<file path="config.mk">
export PLATFORM = sky130hd
export DESIGN_NAME = fht_but_pipe_flat
export DESIGN_NICKNAME = d
export VERILOG_FILES = /design/src/rtl/fht_but_pipe_if.sv /design/src/rtl/fht_but_pipe.sv /design/src/flat_wrapper.sv
export SDC_FILE = /design/constraint.sdc
export NUM_CORES = 2
export LEC_CHECK = 0
export BUFFER_PORTS_ARGS = -buffer_cell sky130_fd_sc_hd__buf_2
export CORE_UTILIZATION = 35
export DETAILED_ROUTE_END_ITERATION = 8
export SLEW_MARGIN = 30
export SYNTH_ARGS = -nofsm -noshare
export SYNTH_HDL_FRONTEND = slang
export SYNTH_SLANG_ARGS = --single-unit
export TNS_END_PERCENT = 10
</file>
<file path="constraint.sdc">
create_clock -name iCLK -period 5.5 [get_ports iCLK]
set_input_delay 0 -clock iCLK [delete_from_list [all_inputs] [get_ports iCLK]]
set_output_delay 0 -clock iCLK [all_outputs]
set_load 0.01 [all_outputs]
</file>
<file path="src/rtl/fht_but_pipe_if.sv">
// fht_but_pipe_if: operand/result bundle for the FHT butterfly pipeline.
//   master : upstream driver (address/coefficient generator side); drives operands, reads results
//   slave  : the butterfly itself
// Signals:
//   iEN        pipeline enable (0 freezes all state)
//   iVALID     operand sample valid
//   iSEL       bypass select (P = X1 * 1.0)
//   iX_0..2    signed operands, D_BIT wide
//   iSIN/iCOS  signed Q(W_BIT-2) coefficients
//   iOVF_CLR   clear for the sticky overflow flag
//   oVALID     result valid
//   oY_0/oY_1  sum / difference results, D_BIT wide
//   oOVF       sticky saturation flag
interface fht_but_pipe_if #(
  parameter int unsigned D_BIT = 17,
  parameter int unsigned W_BIT = 12
);
  logic                    iEN;
  logic                    iVALID;
  logic                    iSEL;
  logic signed [D_BIT-1:0] iX_0;
  logic signed [D_BIT-1:0] iX_1;
  logic signed [D_BIT-1:0] iX_2;
  logic signed [W_BIT-1:0] iSIN;
  logic signed [W_BIT-1:0] iCOS;
  logic                    iOVF_CLR;
  logic                    oVALID;
  logic signed [D_BIT-1:0] oY_0;
  logic signed [D_BIT-1:0] oY_1;
  logic                    oOVF;

  modport master (
    output iEN, iVALID, iSEL, iX_0, iX_1, iX_2, iSIN, iCOS, iOVF_CLR,
    input  oVALID, oY_0, oY_1, oOVF
  );

  modport slave (
    input  iEN, iVALID, iSEL, iX_0, iX_1, iX_2, iSIN, iCOS, iOVF_CLR,
    output oVALID, oY_0, oY_1, oOVF
  );
endinterface

</file>
<file path="src/rtl/fht_but_pipe.sv">
// fht_but_pipe: stallable three-stage radix-2 Hartley butterfly.
//   Y0 = (X0 + P) / 2^(F+SCALE), Y1 = (X0 - P) / 2^(F+SCALE), P = X1*cos + X2*sin,
//   F = W_BIT-2, results rounded then saturated to D_BIT signed.
// Ports:
//   iCLK    clock
//   iRESET  synchronous active-high reset (overrides bus.iEN)
//   bus     fht_but_pipe_if slave modport (operands, coefficients, flow control, results)
// Build option:
//   ROUND_FHT_EN  defined: round half away from zero; undefined: truncate toward -inf.
module fht_but_pipe #(
  parameter int unsigned D_BIT = 17,
  parameter int unsigned W_BIT = 12,
  parameter int unsigned SCALE = 1
) (
  input logic           iCLK,
  input logic           iRESET,
  fht_but_pipe_if.slave bus
);

  localparam int unsigned F  = W_BIT - 2;
  localparam int unsigned MW = D_BIT + W_BIT;  // product width
  localparam int unsigned PW = MW + 1;         // P width
  localparam int unsigned SW = MW + 2;         // sum/difference width
  localparam int unsigned K  = F + SCALE;      // total right shift at stage 3

  // Stage 1
  logic signed [MW-1:0] m0_d, m0_q;
  logic signed [MW-1:0] m1_d, m1_q;
  logic signed [MW-1:0] x0e1_d, x0e1_q;
  logic                 v1_d, v1_q;

  // Stage 2
  logic signed [PW-1:0] p_d, p_q;
  logic signed [MW-1:0] x0e2_d, x0e2_q;
  logic                 v2_d, v2_q;

  // Stage 3 / outputs
  logic signed [SW-1:0]    s_sum, s_dif;
  logic signed [D_BIT-1:0] y0_sat, y1_sat;
  logic                    clamp0, clamp1;
  logic signed [D_BIT-1:0] y0_d, y0_q;
  logic signed [D_BIT-1:0] y1_d, y1_q;
  logic                    v3_d, v3_q;
  logic                    ovf_d, ovf_q;

  // Scale by 2^-K, round, then clamp. Returns {clamped, result}.
  function automatic logic [D_BIT:0] scale_sat(input logic signed [SW-1:0] v);
    logic signed [SW-1:0] q;
    logic signed [SW-1:0] y_max;
    logic signed [SW-1:0] y_min;
    logic                 clamped;
`ifdef ROUND_FHT_EN
    logic signed [SW-1:0] mag;
    // Round the magnitude and restore the sign, giving half-away-from-zero.
    mag = v[SW-1] ? -v : v;
    q   = (mag + (SW'(1) <<< (K - 1))) >>> K;
    if (v[SW-1]) q = -q;
`else
    q = v >>> K;
`endif
    y_max   = (SW'(1) <<< (D_BIT - 1)) - SW'(1);
    y_min   = ~y_max;
    clamped = 1'b0;
    if (q > y_max) begin
      q       = y_max;
      clamped = 1'b1;
    end else if (q < y_min) begin
      q       = y_min;
      clamped = 1'b1;
    end
    return {clamped, q[D_BIT-1:0]};
  endfunction

  // Bypass is resolved here, so the mode travels with the sample inside m0/m1.
  always_comb begin
    m0_d   = m0_q;
    m1_d   = m1_q;
    x0e1_d = x0e1_q;
    v1_d   = v1_q;
    if (bus.iEN) begin
      x0e1_d = MW'(bus.iX_0) <<< F;
      v1_d   = bus.iVALID;
      if (bus.iSEL) begin
        m0_d = MW'(bus.iX_1) <<< F;
        m1_d = '0;
      end else begin
        m0_d = MW'(bus.iX_1) * MW'(bus.iCOS);
        m1_d = MW'(bus.iX_2) * MW'(bus.iSIN);
      end
    end
  end

  always_comb begin
    p_d    = p_q;
    x0e2_d = x0e2_q;
    v2_d   = v2_q;
    if (bus.iEN) begin
      p_d    = PW'(m0_q) + PW'(m1_q);
      x0e2_d = x0e1_q;
      v2_d   = v1_q;
    end
  end

  always_comb begin
    s_sum            = SW'(x0e2_q) + SW'(p_q);
    s_dif            = SW'(x0e2_q) - SW'(p_q);
    {clamp0, y0_sat} = scale_sat(s_sum);
    {clamp1, y1_sat} = scale_sat(s_dif);

    y0_d = y0_q;
    y1_d = y1_q;
    v3_d = v3_q;
    if (bus.iEN) begin
      y0_d = y0_sat;
      y1_d = y1_sat;
      v3_d = v2_q;
    end

    // Clear first so a coincident set wins; only valid samples can set.
    ovf_d = ovf_q;
    if (bus.iOVF_CLR) ovf_d = 1'b0;
    if (bus.iEN && v2_q && (clamp0 || clamp1)) ovf_d = 1'b1;
  end

  always_ff @(posedge iCLK) begin
    if (iRESET) begin
      m0_d_rst: begin
        m0_q   <= '0;
        m1_q   <= '0;
        x0e1_q <= '0;
        v1_q   <= 1'b0;
        p_q    <= '0;
        x0e2_q <= '0;
        v2_q   <= 1'b0;
        y0_q   <= '0;
        y1_q   <= '0;
        v3_q   <= 1'b0;
        ovf_q  <= 1'b0;
      end
    end else begin
      m0_q   <= m0_d;
      m1_q   <= m1_d;
      x0e1_q <= x0e1_d;
      v1_q   <= v1_d;
      p_q    <= p_d;
      x0e2_q <= x0e2_d;
      v2_q   <= v2_d;
      y0_q   <= y0_d;
      y1_q   <= y1_d;
      v3_q   <= v3_d;
      ovf_q  <= ovf_d;
    end
  end

  assign bus.oVALID = v3_q;
  assign bus.oY_0   = y0_q;
  assign bus.oY_1   = y1_q;
  assign bus.oOVF   = ovf_q;

endmodule

</file>
<file path="src/flat_wrapper.sv">
// flat-port wrapper written by rule: the top's interface ports become plain ports
module fht_but_pipe_flat 
#(
  parameter int unsigned D_BIT = 17,
  parameter int unsigned W_BIT = 12,
  parameter int unsigned SCALE = 1
)
  (iCLK, iRESET, bus_iEN, bus_iVALID, bus_iSEL, bus_iX_0, bus_iX_1, bus_iX_2, bus_iSIN, bus_iCOS, bus_iOVF_CLR, bus_oVALID, bus_oY_0, bus_oY_1, bus_oOVF);
  fht_but_pipe_if #(.D_BIT(D_BIT), .W_BIT(W_BIT)) bus_i ();
  input logic iCLK;
  input logic iRESET;
  input wire logic [$bits(bus_i.iEN)-1:0] bus_iEN;
  input wire logic [$bits(bus_i.iVALID)-1:0] bus_iVALID;
  input wire logic [$bits(bus_i.iSEL)-1:0] bus_iSEL;
  input wire logic [$bits(bus_i.iX_0)-1:0] bus_iX_0;
  input wire logic [$bits(bus_i.iX_1)-1:0] bus_iX_1;
  input wire logic [$bits(bus_i.iX_2)-1:0] bus_iX_2;
  input wire logic [$bits(bus_i.iSIN)-1:0] bus_iSIN;
  input wire logic [$bits(bus_i.iCOS)-1:0] bus_iCOS;
  input wire logic [$bits(bus_i.iOVF_CLR)-1:0] bus_iOVF_CLR;
  output wire logic [$bits(bus_i.oVALID)-1:0] bus_oVALID;
  output wire logic [$bits(bus_i.oY_0)-1:0] bus_oY_0;
  output wire logic [$bits(bus_i.oY_1)-1:0] bus_oY_1;
  output wire logic [$bits(bus_i.oOVF)-1:0] bus_oOVF;
  assign bus_i.iEN = bus_iEN;
  assign bus_i.iVALID = bus_iVALID;
  assign bus_i.iSEL = bus_iSEL;
  assign bus_i.iX_0 = bus_iX_0;
  assign bus_i.iX_1 = bus_iX_1;
  assign bus_i.iX_2 = bus_iX_2;
  assign bus_i.iSIN = bus_iSIN;
  assign bus_i.iCOS = bus_iCOS;
  assign bus_i.iOVF_CLR = bus_iOVF_CLR;
  assign bus_oVALID = bus_i.oVALID;
  assign bus_oY_0 = bus_i.oY_0;
  assign bus_oY_1 = bus_i.oY_1;
  assign bus_oOVF = bus_i.oOVF;
  fht_but_pipe #(.D_BIT(D_BIT), .W_BIT(W_BIT), .SCALE(SCALE)) u_core (.iCLK(iCLK), .iRESET(iRESET), .bus(bus_i));
endmodule
</file>
* After elaboration in Yosys (flattened, before gate mapping)
Cells that the tools add are included.
** Cells by class
- Add/subtract/negate cells :: 3
- Multipliers :: 2
- Div/mod/pow operators :: 0
- Order comparisons :: 4
- Equality and inequality tests :: 0
- Shift-type cells :: 0
- Mux-type cells :: 12
- Bitwise operators :: 0
- Reduce and logical (&&, ||, !) cells :: 4
** Operator list (count)
- two-way mux 17 bit :: 4
- multiplier 17 x 12 -> 29 bit :: 2
- two-way mux 29 bit :: 2
- greater-than comparator 20 x 17 -> 1 bit (second input constant) :: 2
- less-than comparator 20 x 17 -> 1 bit (second input constant) :: 2
- adder 27 x 30 -> 31 bit :: 1
- subtractor 27 x 30 -> 31 bit :: 1
- adder 29 x 29 -> 30 bit :: 1
- two-way mux 1 bit :: 6
- logical AND 1 bit :: 2
- nonzero test 2 bit :: 1
- logical OR 1 bit :: 1
** Storage, ports and cells
- Register bits :: 160
- Bits in latches :: 0
- Memory bits (writable) :: 0
- ROM bits :: 0
- Input bits :: 81
- Word-level logic and storage cells :: 36
- Memories kept :: 0

* Longest topological paths before layout
- Depth in word-level cells :: 7
- Depth in mapped cells :: 24
- Depth with buffers taken out :: 22

* Least setup slack after synthesis
Ideal clock, no wire load.
- Path type :: input to register
- From :: input port bus_iSIN[4]
- To :: register u_core.m1_q[28]
- Arrival :: 5.316 ns
- Setup slack :: 0.067 ns
- Stages :: 21
- Buffers on the path :: 2
- Path through :: clkbuf_1 -> clkbuf_1 -> nand2_1 -> fa_1 -> fa_1 -> inv_1 -> ha_1 -> fa_1 -> inv_1 -> fa_1 -> inv_1 -> ha_1 -> inv_1 -> o21bai_1 -> a2111oi_0 -> o41a_1 -> o21ai_0 -> or4_1 -> a31oi_1 -> xnor2_1 -> o21ai_1
** On the way
- Word-level cells in the longest chain between the ends :: 2
** RTL lines
- from (decl) :: line flat_wrapper.sv:18 : input wire logic [$bits(bus_i.iSIN)-1:0] bus_iSIN;
- multiplier 17 x 12 -> 29 bit :: line fht_but_pipe.sv:88 : m1_d = MW'(bus.iX_2) * MW'(bus.iSIN);
- two-way mux 29 bit :: line fht_but_pipe.sv:83 : if (bus.iSEL) begin
- to (signal assigned) :: line fht_but_pipe.sv:142 : m1_q <= m1_d;
- to (decl) :: line fht_but_pipe.sv:28 : logic signed [MW-1:0] m1_d, m1_q;
No other way between the ends.
A chain may end at the register's enable or synchronous reset.

* Worst setup path after layout
- From :: input port bus_iX_1[0]
- To :: register u_core.m0_q[27]
** On the way
- Word-level cells in the longest chain between the ends :: 2
** RTL lines
- from (decl) :: line flat_wrapper.sv:16 : input wire logic [$bits(bus_i.iX_1)-1:0] bus_iX_1;
- multiplier 17 x 12 -> 29 bit :: line fht_but_pipe.sv:87 : m0_d = MW'(bus.iX_1) * MW'(bus.iCOS);
- two-way mux 29 bit :: line fht_but_pipe.sv:83
- to (signal assigned) :: line fht_but_pipe.sv:141 : m0_q <= m0_d;
- to (decl) :: line fht_but_pipe.sv:27 : logic signed [MW-1:0] m0_d, m0_q;
No other way between the ends.

==> results.rst <==
.. list-table::
   :header-rows: 1

   * - Metric
     - Value
   * - Run status
     - complete, but fails checks
   * - Violations in the final reports
     - DRC
   * - Number of placement rows
     - 94
   * - Residual DRC
     - 27
   * - Peak ir drop on the vdd network
     - 454 uV
   * - Endpoint arrival time on the critical path
     - approximately 5400 ps
   * - Later-pin clock latency in the skew report
     - 440 ps
   * - CTS tree
     - yes
   * - Die Span X
     - 260 um
   * - Summed instance area of the synthesized netlist
     - 23400 sq um
   * - Depth of the CTS H-tree
     - 4
   * - Min cycle time layout
     - between 5000 and 6000 ps
   * - Number of buffers on the longest clock path
     - 2
   * - Largest family of logic cells by synthesized area
     - adder cells
   * - Unrepaired setup endpoints after global routing
     - no
   * - R2r worst-path depth
     - 11
   * - Worst-margin pin slew
     - 868 ps
   * - EDFF count, synth
     - 0
   * - Area share of fa/ha/maj cells after synthesis
     - approximately 43%
   * - Main flop type after synthesis
     - dfxtp_1
   * - Synthesized-area fraction occupied by ao, oa, aoi and oai cells
     - 10.7%
   * - Total congestion overflow after global routing
     - 0
   * - Number of hold violations in the final report
     - 0
   * - RR Startpoint
     - u_core.p_q[12]$_SDFFE_PP0P_
   * - Area fraction in and, or, nand and nor cells after synthesis
     - 16.0%
   * - Post-CTS setup buffer count
     - 0
   * - Most common library cell in the layout ignoring fill and taps
     - inv_1
   * - # port buffers
     - roughly 120
   * - Vertical die dimension
     - 260 um
   * - Synthesis-to-finish area growth
     - 10.2%
   * - Initial standard-cell utilization of the core
     - 35.4%
   * - Async set-reset flop share out of synthesis
     - 0%
   * - Area of the core region
     - 66000 sq um
   * - Nets in the synthesized netlist
     - 3374
   * - Register bit total from synthesis
     - 160
   * - Proportion of synthesized chip area in sequential cells
     - about 14%
   * - Post-placement cell count
     - around 3.6k
   * - Total half-perimeter wirelength after legalization and detailed placement
     - around 47000 um
   * - Mean number of vias per cell
     - 4.85
   * - Number of vias after detailed routing
     - 17.9k
   * - Power density relative to cell area
     - between 500 and 600 nW/um^2
   * - Post-Synthesis Mean Instance Area
     - ~8.6 sq um
   * - Die outline area
     - 67800 sq um
   * - Share of post-route cells with drive strength above 1
     - roughly 8.5%
   * - Hold path endpoint
     - u_core.m1_q[0]$_SDFFE_PP0P_
   * - Inserted Clock Buffers
     - 17
   * - Number of setup violations in the final report
     - 0
   * - Number of DRC violations after detailed-routing iteration 0
     - ~1000
   * - Post-route clock skew
     - about 18 ps
   * - Clock sink total
     - between 150 and 200
   * - Antenna violations before repair
     - 5
   * - Kind of path behind the tightest hold check
     - in -> reg
   * - Warning count from the yosys run
     - 0
   * - Critical R2R Capture
     - u_core.bus.oY_1[1]$_SDFFE_PP0P_
   * - Required time of the critical path
     - around 5800 ps
   * - Final critical-path share of the clock period
     - 92.0%
   * - Total Negative Setup Slacks
     - 0 ps
   * - Pin count of the biggest net entering global routing
     - 71
   * - Count of nets after finishing
     - ~3.5k
   * - Mux cell area share after synthesis
     - between 2 and 2.5%
   * - Fillers
     - 6763
   * - Static leakage
     - 12.7 nW
   * - Reg-to-reg slack, setup
     - 1500 ps
   * - Aggregate global-route resource usage
     - about 17%
   * - Critical Path Fanout Max
     - 4
   * - Routed WL per cell
     - 15.4 um
   * - Post-synthesis cell type count
     - 77
   * - Element type at the critical path end
     - flop
   * - WHS Path Cells
     - 3
   * - Maximum clock rate
     - around 200 MHz
   * - Gate count of the mapped netlist
     - 2724
   * - Final wirelength
     - 57000 um
   * - Antenna Nets Post-Route
     - 0
   * - Clk Tree Root Cell
     - clkbuf_16
   * - CP Class
     - in -> reg
   * - Commonest non-fill, non-tap cells in the layout
     - inv_1, fa_1, nand2_1, nor2_1, ha_1
   * - Number of top-level pins
     - 117
   * - Maximum capacitance violations
     - 0
   * - Router iterations before antenna repair
     - 7
   * - Number of pins with negative max-slew slack in the final report
     - 0
   * - Number of antenna repair diodes
     - 0
   * - Number of global-route vias before repair
     - 18.4k
   * - Final standard cell count with taps included and fillers excluded
     - 3693
   * - Worst-case headroom to the max-slew limit
     - 42.1%
   * - Final RePlAce weighted congestion
     - between 0.8 and 0.9
   * - First-pass GRT wire length
     - roughly 94000 um
   * - Post-Synth XOR/XNOR Area
     - under 10%
   * - Startpoint type of the worst setup path
     - primary input
   * - Startpoint of the lowest-slack hold path
     - bus_iSIN[0]
   * - Clock transition time at the flip-flop clock pins of the worst setup and hold paths
     - 70 ps
## per-stage QoR
step | area (sq um) | util, % | setup slack, ps | total power [mW] | hold slack, ps
2_1_floorplan | 23400 | - | 66.9 | 10.8 | 147
3_3_place_gp | 25000 | 37.9 | -17.2 | 13.7 | 236
3_5_place_dp | 25000 | 37.9 | -33.6 | 13.8 | 244
4_1_cts | 25800 | 39.1 | 413 | 15.1 | 43.1
5_1_grt | 25800 | 39.1 | 58.6 | 16.7 | 83.2
6_report | 25800 | 39.1 | 438 | 14.9 | 57.2
## critical path, cell delays in order
cell and delay, ps:
buf_2 160, nand2b_1 260, fa_1 540, fa_1 560, inv_1 60, fa_1 500, fa_1 540, inv_1 50
fa_1 530, inv_1 40, ha_1 290, or2_2 290, a21oi_1 140, a31oi_1 70, a41oi_1 310, a21oi_1 190
a31oi_1 250, o21a_1 170, o2bb2ai_1 130, xor2_1 170, o22ai_1 100
## how the worst max path moves through the flow
stage                            from                      endpoint  slack (ps)  cells past startpoint
after floorplan           bus_iSIN[4]  u_core.m1_q[28]$_SDFFE_PP0P_          70                     21
after global placement    bus_iSIN[2]  u_core.m1_q[28]$_SDFFE_PP0P_         -20                     24
after detailed placement  bus_iCOS[3]  u_core.m0_q[27]$_SDFFE_PP0P_         -30                     21
after CTS                 bus_iSIN[0]  u_core.m1_q[28]$_SDFFE_PP0P_         410                     20
after global routing      bus_iSIN[2]  u_core.m1_q[28]$_SDFFE_PP0P_          60                     24
final                     bus_iX_1[0]  u_core.m0_q[27]$_SDFFE_PP0P_         440                     21
## final cells by class
type / instances / area (sq um) / area share, %
clock inverters: 12 / 123 / 0.476
clock buffers: 20 / 467 / 1.81
repair buffers: 201 / 1290 / 5.00
flip-flops and latches: 160 / 3200 / 12.4
well taps: 864 / 1080 / 4.20
inverters: 507 / 1900 / 7.39
multi-input cells: 1929 / 17700 / 68.7
## repair_timing
action / 4_1_cts / 5_1_grt
endpoints found under the setup margin: 0 / 0
hold buffers: 19 / 0
endpoints found under the hold margin: 19 / 0
gates resized for setup: 0 / 0
## report_power, final
group	internal (mW)	switching (mW)	leakage, nW
Sequential	1.40	0.201	1.31
Clock	0.669	0.516	0.281
Combinational	5.37	6.71	11.1
Total	7.44	7.42	12.7
## cells by family (layout without fill, tap and decap cells)
kind of cell / after synthesis / after routing
xor gates and xnor gates: 109 / 109
buffers and inverters: 635 / 740
muxes: 53 / 53
and+or+nand+nor: 830 / 830
DFF: 160 / 160
adders and majority gates: 569 / 569
AOI/OAI and AO/OA: 368 / 368
## registers in the layout, summed over array words and instances, names as in the netlist
signal             count
u_core.p_q            30
u_core.m0_q           29
u_core.m1_q           29
u_core.bus.oY_0       17
u_core.bus.oY_1       17
u_core.x0e1_q         17
u_core.x0e2_q         17
u_core.bus.oOVF        1
u_core.bus.oVALID      1
u_core.v1_q            1
u_core.v2_q            1
## cell usage after synthesis, types with 14 or more instances
cell      count  area share [%]
mux2i_1      53             2.3
buf_1        14            0.22
a22oi_1      30            0.96
inv_1       507             8.1
a21o_1       30            0.96
a211oi_1     34             1.1
nor3_1       29            0.62
dfxtp_1     160              14
o211ai_1     17            0.55
clkbuf_1     96             1.5
a31oi_1      16            0.43
xor2_1       28             1.0
nand2_1     350             5.6
nand2b_1     19            0.51
ha_1        191              10
and2_1      126             3.4
fa_1        378              32
o21bai_1     16            0.51
nor2_1      233             3.7
a21oi_1      85             1.8
xnor2_1      81             3.0
o21ai_0      56             1.2
## layer usage
metal  up-vias  track usage [%]  wire, um
met3        71             1.86      1890
met5         -                0        48
li1       8693                -         -
met4         8             4.42      1290
met1      8818             22.8     26100
met2       314             30.3     27600
Power figures use the tool's default switching activity.
